`config.mk`:
```
export PLATFORM = sky130hd
export DESIGN_NAME = sc_level_sequencer
export DESIGN_NICKNAME = d
export VERILOG_FILES = /design/src/rtl/sc_levelseq_pkg.sv /design/src/rtl/sc_levelseq_rowsweep.sv /design/src/rtl/sc_level_sequencer.sv
export SDC_FILE = /design/constraint.sdc
export NUM_CORES = 1
export LEC_CHECK = 0
export BUFFER_PORTS_ARGS = -buffer_cell sky130_fd_sc_hd__buf_2
export CAP_MARGIN = 20
export CORE_MARGIN = 2
export CORE_UTILIZATION = 25
export DETAILED_ROUTE_END_ITERATION = 6
export PLACE_DENSITY = 0.42
export SYNTH_ARGS = -nofsm -noshare
export SYNTH_HDL_FRONTEND = slang
export SYNTH_SLANG_ARGS = --single-unit
export TNS_END_PERCENT = 5
```
`constraint.sdc`:
```
create_clock -name SC_LevelSeq_CLOCK_50 -period 5.2 [get_ports SC_LevelSeq_CLOCK_50]
set_input_delay 0.26 -clock SC_LevelSeq_CLOCK_50 [delete_from_list [all_inputs] [get_ports SC_LevelSeq_CLOCK_50]]
set_output_delay 0.26 -clock SC_LevelSeq_CLOCK_50 [all_outputs]
set_load 0.05 [all_outputs]
```
`src/rtl/sc_levelseq_pkg.sv`:
```
// sc_levelseq_pkg
// Shared types and constants for the game-level sequencer slice.
//   levelState_t : FSM states of sc_level_sequencer
//   CMD_*        : 2-bit row commands sent to the background-type registers
package sc_levelseq_pkg;

  typedef enum logic [2:0] {
    IDLE  = 3'd0,
    CLEAR = 3'd1,
    LOAD  = 3'd2,
    PLAY  = 3'd3,
    OVER  = 3'd4,
    WIN   = 3'd5
  } levelState_t;

  localparam logic [1:0] CMD_HOLD = 2'b00;
  localparam logic [1:0] CMD_LOAD = 2'b01;
  localparam logic [1:0] CMD_INIT = 2'b10;

endpackage

```
`src/rtl/sc_levelseq_rowsweep.sv`:
```
// sc_levelseq_rowsweep
// Row counter that walks 0..ROWS-1, one row per clock, after a start pulse.
// Ports:
//   SC_RowSweep_CLOCK_50      in   clock
//   SC_RowSweep_RESET_InLow   in   async active-low reset
//   SC_RowSweep_START_InHigh  in   begin a sweep at row 0 on the next cycle
//   SC_RowSweep_ROWSEL_OutBUS out  current row index
//   SC_RowSweep_ACTIVE_OutHigh out a sweep is in progress
//   SC_RowSweep_DONE_OutHigh  out  high during the last row of a sweep
// A start pulse coinciding with DONE restarts at row 0 without a gap, which
// is what lets two sweeps run back-to-back.
module sc_levelseq_rowsweep #(
  parameter int ROWS = 14
) (
  input  logic       SC_RowSweep_CLOCK_50,
  input  logic       SC_RowSweep_RESET_InLow,
  input  logic       SC_RowSweep_START_InHigh,
  output logic [3:0] SC_RowSweep_ROWSEL_OutBUS,
  output logic       SC_RowSweep_ACTIVE_OutHigh,
  output logic       SC_RowSweep_DONE_OutHigh
);

  localparam logic [3:0] LAST_ROW = 4'(ROWS - 1);

  logic [3:0] rowSel;
  logic       sweepActive;

  assign SC_RowSweep_DONE_OutHigh   = sweepActive && (rowSel == LAST_ROW);
  assign SC_RowSweep_ROWSEL_OutBUS  = rowSel;
  assign SC_RowSweep_ACTIVE_OutHigh = sweepActive;

  always_ff @(posedge SC_RowSweep_CLOCK_50 or negedge SC_RowSweep_RESET_InLow) begin
    if (!SC_RowSweep_RESET_InLow) begin
      rowSel      <= 4'd0;
      sweepActive <= 1'b0;
    end else if (SC_RowSweep_START_InHigh) begin
      rowSel      <= 4'd0;
      sweepActive <= 1'b1;
    end else if (sweepActive) begin
      if (rowSel == LAST_ROW) begin
        rowSel      <= 4'd0;
        sweepActive <= 1'b0;
      end else begin
        rowSel <= rowSel + 4'd1;
      end
    end
  end

endmodule

```
`src/rtl/sc_level_sequencer.sv`:
```
// sc_level_sequencer
// Game-level controller: turns START / ARRIVED / DIED pulses into row-by-row
// sweeps of the background-type register bank and tracks level and lives.
// Ports:
//   SC_LevelSeq_CLOCK_50          in   clock
//   SC_LevelSeq_RESET_InLow       in   async active-low reset
//   SC_LevelSeq_START_InHigh      in   start / restart pulse
//   SC_LevelSeq_ARRIVED_InHigh    in   frog reached the goal pulse
//   SC_LevelSeq_DIED_InHigh       in   frog lost a life pulse
//   SC_LevelSeq_CMD_OutBUS        out  row command (00 hold, 01 load, 10 init)
//   SC_LevelSeq_ROWSEL_OutBUS     out  row addressed by CMD
//   SC_LevelSeq_LEVEL_OutBUS      out  current level
//   SC_LevelSeq_LIVES_OutBUS      out  lives remaining
//   SC_LevelSeq_BUSY_OutHigh      out  sweep in progress
//   SC_LevelSeq_GAMEOVER_OutHigh  out  lives exhausted
//   SC_LevelSeq_WIN_OutHigh       out  final level cleared
// Build option: SC_LEVELSEQ_WRAP_EN -- ARRIVED at LEVEL_MAX wraps to level 0
// with a LOAD sweep instead of entering WIN.
// Event inputs are single-cycle pulses with no handshake: a pulse is acted on
// only if the FSM is in a state that accepts it in that cycle, otherwise it is
// dropped. The FSM state register `state` is the debug point for checkers.
module sc_level_sequencer
  import sc_levelseq_pkg::*;
#(
  parameter int ROWS       = 14,
  parameter int LEVEL_MAX  = 3,
  parameter int LIVES_INIT = 3
) (
  input  logic       SC_LevelSeq_CLOCK_50,
  input  logic       SC_LevelSeq_RESET_InLow,
  input  logic       SC_LevelSeq_START_InHigh,
  input  logic       SC_LevelSeq_ARRIVED_InHigh,
  input  logic       SC_LevelSeq_DIED_InHigh,
  output logic [1:0] SC_LevelSeq_CMD_OutBUS,
  output logic [3:0] SC_LevelSeq_ROWSEL_OutBUS,
  output logic [3:0] SC_LevelSeq_LEVEL_OutBUS,
  output logic [1:0] SC_LevelSeq_LIVES_OutBUS,
  output logic       SC_LevelSeq_BUSY_OutHigh,
  output logic       SC_LevelSeq_GAMEOVER_OutHigh,
  output logic       SC_LevelSeq_WIN_OutHigh
);

  localparam logic [3:0] LEVEL_TOP  = 4'(LEVEL_MAX);
  localparam logic [1:0] LIVES_FULL = 2'(LIVES_INIT);

  levelState_t state, stateNext;
  logic [3:0]  levelQ, levelNext;
  logic [1:0]  livesQ, livesNext;
  logic        sweepStart, sweepActive, sweepDone;
  logic [3:0]  rowSel;

  sc_levelseq_rowsweep #(.ROWS(ROWS)) uRowSweep (
    .SC_RowSweep_CLOCK_50      (SC_LevelSeq_CLOCK_50),
    .SC_RowSweep_RESET_InLow   (SC_LevelSeq_RESET_InLow),
    .SC_RowSweep_START_InHigh  (sweepStart),
    .SC_RowSweep_ROWSEL_OutBUS (rowSel),
    .SC_RowSweep_ACTIVE_OutHigh(sweepActive),
    .SC_RowSweep_DONE_OutHigh  (sweepDone)
  );

  always_ff @(posedge SC_LevelSeq_CLOCK_50 or negedge SC_LevelSeq_RESET_InLow) begin
    if (!SC_LevelSeq_RESET_InLow) begin
      state  <= IDLE;
      levelQ <= 4'd0;
      livesQ <= LIVES_FULL;
    end else begin
      state  <= stateNext;
      levelQ <= levelNext;
      livesQ <= livesNext;
    end
  end

  always_comb begin
    stateNext  = state;
    levelNext  = levelQ;
    livesNext  = livesQ;
    sweepStart = 1'b0;
    unique case (state)
      IDLE, OVER, WIN: begin
        if (SC_LevelSeq_START_InHigh) begin
          levelNext  = 4'd0;
          livesNext  = LIVES_FULL;
          stateNext  = CLEAR;
          sweepStart = 1'b1;
        end
      end
      CLEAR: begin
        // A CLEAR sweep either follows a start (lives full -> LOAD) or the
        // last death (lives 0 -> OVER); the lives count tells them apart.
        if (sweepDone) begin
          if (livesQ == 2'd0) begin
            stateNext = OVER;
          end else begin
            stateNext  = LOAD;
            sweepStart = 1'b1;
          end
        end
      end
      LOAD: begin
        if (sweepDone) stateNext = PLAY;
      end
      PLAY: begin
        if (SC_LevelSeq_START_InHigh) begin
          levelNext  = 4'd0;
          livesNext  = LIVES_FULL;
          stateNext  = CLEAR;
          sweepStart = 1'b1;
        end else if (SC_LevelSeq_DIED_InHigh) begin
          // DIED outranks a simultaneous ARRIVED.
          if (livesQ != 2'd0) livesNext = livesQ - 2'd1;
          stateNext  = (livesQ <= 2'd1) ? CLEAR : LOAD;
          sweepStart = 1'b1;
        end else if (SC_LevelSeq_ARRIVED_InHigh) begin
          if (levelQ < LEVEL_TOP) begin
            levelNext  = levelQ + 4'd1;
            stateNext  = LOAD;
            sweepStart = 1'b1;
          end else begin
`ifdef SC_LEVELSEQ_WRAP_EN
            levelNext  = 4'd0;
            stateNext  = LOAD;
            sweepStart = 1'b1;
`else
            stateNext  = WIN;
`endif
          end
        end
      end
      default: stateNext = IDLE;
    endcase
  end

  always_comb begin
    SC_LevelSeq_CMD_OutBUS = CMD_HOLD;
    if (sweepActive) begin
      if (state == CLEAR)     SC_LevelSeq_CMD_OutBUS = CMD_INIT;
      else if (state == LOAD) SC_LevelSeq_CMD_OutBUS = CMD_LOAD;
    end
  end

  assign SC_LevelSeq_ROWSEL_OutBUS    = rowSel;
  assign SC_LevelSeq_LEVEL_OutBUS     = levelQ;
  assign SC_LevelSeq_LIVES_OutBUS     = livesQ;
  assign SC_LevelSeq_BUSY_OutHigh     = sweepActive;
  assign SC_LevelSeq_GAMEOVER_OutHigh = (state == OVER);
  assign SC_LevelSeq_WIN_OutHigh      = (state == WIN);

endmodule

```
-- Word-level counts from Yosys, hierarchy flattened
Cells that the tools add are included.
- logic and storage cells: 73
- flip-flop bits (word level): 14
- memory bits (read-only): 0
- output and inout bits: 15
- bits of input ports: 5
- memories kept: 0
- latch bits: 0
- memory bits (writable): 0
- multiplexer cells: 38
- shift-type cells: 0
- add/sub/neg operators: 3
- eq/ne operators: 15
- order comparisons: 2
- bitwise logic cells: 0
- divide/modulo/power cells: 0
- reductions and logical operators: 10
- multiply operators: 0
- operators by type and width (operator ; number):
    $mux W4 ; 8
    $mux W3 ; 8
    $ne A3 B3 Y1 const B ; 5
    $mux W2 ; 7
    $pmux W3 S4 ; 1
    $mux W1 ; 11
    $add A4 B1 Y4 const B ; 2
    $pmux W4 S2 ; 1
    $reduce_and A4 Y1 ; 2
    $eq A3 B2 Y1 const B ; 2
    $eq A3 B3 Y1 const B ; 2
    $ne A2 B2 Y1 const B ; 3
    $reduce_bool A2 Y1 ; 3
    $reduce_and A5 Y1 ; 1
    $eq A4 B4 Y1 const B ; 1
    $lt A4 B2 Y1 const B ; 1
    $ne A4 B4 Y1 const B ; 1
    $pmux W2 S2 ; 1
    $eq A3 B1 Y1 const B ; 1
    $logic_not A3 Y1 ; 1
    $pmux W1 S3 ; 1
    $reduce_or A3 Y1 ; 1
    $le A2 B1 Y1 const B ; 1
    $logic_not A2 Y1 ; 1
    2 further kinds ; 2

-- Longest topological paths before layout
- word-level depth: 7
- depth in mapped cells: 6
- gate-level depth less buffers: 6

-- Modules after synthesis
Synthesis repeated with hierarchy kept, for this count alone.
- cells, all modules: 108
- area total of the unflattened synthesis: 969.7 um^2
- modules (own cells, without submodules) (module ; seq. area each (um^2) ; times used ; area an instance (um^2) ; cells an instance):
    sc_level_sequencer ; 227.7 ; 1 ; 711.9 ; 80
    sc_levelseq_rowsweep ; 125.1 ; 1 ; 257.7 ; 28

-- Least setup slack after synthesis
OpenSTA, ideal clock, no wires.
- kind: register to output
- start: register uRowSweep.sweepActive (netlist: uRowSweep.SC_RowSweep_ACTIVE_OutHigh)
- end: output port SC_LevelSeq_CMD_OutBUS[0]
- buffers on the path: 1
- stages on the path, launching flop included: 4
- required time: 4.940 ns
- setup slack: 2.768 ns
- data arrival time: 2.172 ns
- cells stage by stage: dfrtp_1 clkbuf_1 inv_1 nor3b_1
- longest elaborated chain between the ends: 1
- RTL lines (element ; line ; RTL):
    start, declared ; sc_levelseq_rowsweep.sv:26 ; logic sweepActive;
    start signal, assigned ; sc_levelseq_rowsweep.sv:35 ; sweepActive <= 1'b0;
    start signal, assigned ; sc_levelseq_rowsweep.sv:38 ; sweepActive <= 1'b1;
    start signal, assigned ; sc_levelseq_rowsweep.sv:42 ; sweepActive <= 1'b0;
    $mux W2 ; sc_level_sequencer.sv:135 ; if (sweepActive) begin
    end, declared ; sc_level_sequencer.sv:34 ; output logic [1:0] SC_LevelSeq_CMD_OutBUS,
Every way passes these cells.

-- Worst setup path after layout
- start: register state[1]
- end: output port SC_LevelSeq_CMD_OutBUS[1]
- longest elaborated chain between the ends: 3
- RTL lines (element ; line ; RTL):
    start, declared ; sc_level_sequencer.sv:46 ; levelState_t state, stateNext;
    start signal, assigned ; sc_level_sequencer.sv:67 ; state <= stateNext;
    $eq A3 B1 Y1 ; sc_level_sequencer.sv:136 ; if (state == CLEAR) SC_LevelSeq_CMD_OutBUS = CMD_INIT;
    $mux W2 ; sc_level_sequencer.sv:136 ;
    $mux W2 ; sc_level_sequencer.sv:135 ;
Every way passes these cells.

==> metrics.log <==
INFO  metric finalWeightedCongestion = about 0.8
INFO  metric hold-path-endpoint = SC_LevelSeq_LEVEL_OutBUS[0]
INFO  metric route.vias.total = 907
INFO  metric run_status = finished clean
INFO  metric n_antenna_cell = 0
INFO  metric worst_setup_path_start_kind = register
INFO  metric chipWidth = 66.64 um
INFO  metric postSynth.topFlopCell = dfrtp_1
INFO  metric path_class = reg2out
INFO  metric p_clk_frac = 0.141
INFO  metric start_util = 0.2640
INFO  metric grt_util_met2 = 0.1825
INFO  metric setup.worst_path.end_class = output pin
INFO  metric rsz0062_at_grt = false
INFO  metric syn_to_final_growth = 18.24%
INFO  metric post-route-cell-area = around 1200 um^2
INFO  metric netlist_top_cells_area = dfrtp_1 31%, ha_1 6.4%, dfstp_2 5.4%
INFO  metric seq_power_share = 0.306
INFO  metric grt.met1_usage = 0.1651
INFO  metric stdcell_count = 180
INFO  metric layout_min_cycle_time = 2.004 ns
INFO  metric arrival = 1.74 ns
INFO  metric share_of_layout_cells_above_drive_strength_1 = 0.2197
INFO  metric synth.distinct_cells = 40
INFO  metric min_delay_path_depth = 2
INFO  metric holdCritStartpoint = SC_LevelSeq_START_InHigh
INFO  metric num_ports = 20
INFO  metric drt_iter0_markers = between 70 and 80
INFO  metric ctsHtreeMaxLevel = 1
INFO  metric least_margin_pin_slew = around 0.6 ns
INFO  metric synthCells = around 120
INFO  metric avgViaCountPerCell = 5.039
INFO  metric r2r_end = uRowSweep.SC_RowSweep_ACTIVE_OutHigh
INFO  metric groute.usage.overall = 0.1207
INFO  metric remaining_drcs = 0
INFO  metric post-synth-top-area-cell = dfrtp_1
INFO  metric cts_sinks = 14
INFO  metric r2r-start = SC_LevelSeq_LEVEL_OutBUS[0]
INFO  metric drtAntennaViolNets = 0
INFO  metric setup_slack_after_layout = 3.196 ns
INFO  metric grt_first_pass_wirelength = 4043 um
INFO  metric switchingPower = about 350 uW
INFO  metric layout.nets = ~140
INFO  metric synth_async_sr_flop_share = 1.000
INFO  metric post_dp_cell_area = 1105 um^2
INFO  metric cell_total_after_placement = between 150 and 200
INFO  metric antenna_found_initial = 0
INFO  metric leakagePower = 0.0005504 uW
INFO  metric most-common-layout-cells = 19 x buf_2, 12 x dfrtp_1, 11 x nor2_1, 10 x nand2_1, 9 x a21oi_1
INFO  metric power.share.switching = 0.5229
INFO  metric crit_required = between 4 and 5 ns
INFO  metric final_max_slew_viol_count = 0
INFO  metric chipHeight = 66.64 um
INFO  metric worst_ir_drop_vdd = between 0.15 and 0.2 mV
INFO  metric floorplan.die_area = between 4000 and 5000 um^2
INFO  metric postSynthAreaPerCell = 8.530 um^2
INFO  metric fmax = about 0.5 GHz
INFO  metric dp_hpwl = 1802 um
INFO  metric report.final.setup_viol = 0
INFO  metric place_worst_setup_slack = approximately 3.3 ns
INFO  metric tritoncts = built
INFO  metric finalHoldViolCount = 0
INFO  metric final.setup.tns = 0 ns
INFO  metric first_pass_iters = 4
INFO  metric worstSkewPairLatency = between 0.2 and 0.25 ns
INFO  metric postSynthNetCount = ~130
INFO  metric wire_per_inst = around 13 um
INFO  metric gr-usage-met3 = 0.02872
INFO  metric yosysSeqAreaShare = 0.3597
INFO  metric port_buffers = 19
INFO  metric total_power = roughly 670 uW
INFO  metric grt_pass1_vias = about 850
INFO  metric yosys_warnings = 0
INFO  metric core.rowCount = 22
INFO  metric drv_cap = 0
INFO  metric finalClockSkew = ~0.00042 ns
INFO  metric pin_count_of_the_biggest_net_entering_global_routing = 21
INFO  metric synth-edff-count = 0
INFO  metric grt-ovfl-total = 0
INFO  metric crit_fanout = 20
INFO  metric postRouteWirelength = ~2400 um
INFO  metric relSlewSlack = 0.6005
INFO  metric layout.cells.most_common = buf_2
INFO  metric share_comb_of_total_power = 0.552
INFO  metric floorplan.core_area = roughly 3700 um^2
INFO  metric cts.path.max_buffers = 2
INFO  metric cts_made_buffers = 3
INFO  metric power.density = roughly 570 nW/um^2
INFO  metric root_buffer = clkbuf_8
INFO  metric mappedNetlistArea = a little under 1000 um^2
INFO  metric synth.ff_latch_count = 14
INFO  metric yosys.area.top_type_share = 0.3061
INFO  metric reg2regPathDepth = 5
INFO  metric period_share = 0.3853
INFO  metric worst-r2r-setup-slack = around 3.3 ns
INFO  metric min-delay-path-class = in2reg
INFO  metric clk_pin_slew = roughly 0.060 ns
INFO  metric worst_setup_path_startpoint = state[1]
INFO  metric globalRoute.busiestLayer = met2
INFO  metric internal_power = approximately 320 uW
synth_stat cells (2+ instances only):
cell type and n:
dfrtp_1 12, nor2_1 11, nand2_1 10, a21oi_1 9, inv_1 7, o21ai_0 7
ha_1 5, buf_2 4, nor3b_1 4, and2_1 3, mux2i_1 3, or3_1 3
a22oi_1 2, clkbuf_1 2, dfstp_2 2, nand2b_1 2, nand3b_1 2, nor2b_1 2
nor3_1 2, o22ai_1 2, or2_2 2
metal layers:
layer / vias to the layer above / share of wire
li1: 444 / -
met1: 435 / 0.48
met2: 24 / 0.46
met3: 4 / 0.052
met4: 0 / 0.011
met5: - / 0
flip-flops by register name, summed over array words and instances (netlist names):
name	count
SC_LevelSeq_LIVES_OutBUS	2
uRowSweep.SC_RowSweep_ROWSEL_OutBUS	4
uRowSweep.SC_RowSweep_ACTIVE_OutHigh	1
state	3
SC_LevelSeq_LEVEL_OutBUS	4
kinds of logic after synthesis:
kind of cell | synth area share
adders and majority gates | 0.06378
xor gates and xnor gates | 0.008930
DFF | 0.3597
AOI/OAI and AO/OA | 0.2054
buffers and inverters | 0.05868
and+or+nand+nor | 0.2730
muxes | 0.03061
cell type report:
type                    instances  area [um^2]
fillers                       410         2556
multi-input cells              87        570.5
flip-flops and latches         14        352.8
repair buffers                 20        105.1
well taps                      48        60.06
clock buffers                   4        45.04
inverters                       7        26.28
critical path, cell delays in order (launching register included):
cell     delay [ns]
dfrtp_1        0.60
nor3b_1        0.46
and2_1         0.18
buf_2          0.25
what timing repair did:
action                                  CTS  global route
endpoints found under the setup margin    0             0
endpoints found under the hold margin    12             0
setup buffers                             0             0
hold buffers                              1             0
resized for setup                         0             0
how the worst max path moves through the flow:
stage | to
after floorplan | SC_LevelSeq_CMD_OutBUS[0]
after global placement | uRowSweep.SC_RowSweep_ACTIVE_OutHigh
after detailed placement | uRowSweep.SC_RowSweep_ACTIVE_OutHigh
final | SC_LevelSeq_CMD_OutBUS[1]
after global routing | SC_LevelSeq_CMD_OutBUS[0]
after CTS | SC_LevelSeq_CMD_OutBUS[1]
power by group through the flow:
stage / Clock (uW) / Combinational, uW / Sequential, uW
after global routing: 104 / 404 / 211
after global placement: 0 / 371 / 203
after detailed placement: 0 / 370 / 205
after CTS: 97.5 / 372 / 204
final: 93.9 / 368 / 204
after floorplan: 0 / 214 / 278
metrics by stage:
step / hold WS, ns / utilization
floorplan: -0.03559 / -
global placement: 0.1830 / 0.2973
detailed placement: 0.1845 / 0.2973
CTS: 0.3513 / 0.3121
global route: 0.3694 / 0.3121
finish: 0.3544 / 0.3121
No activity file was read; power rests on OpenSTA's default activity.
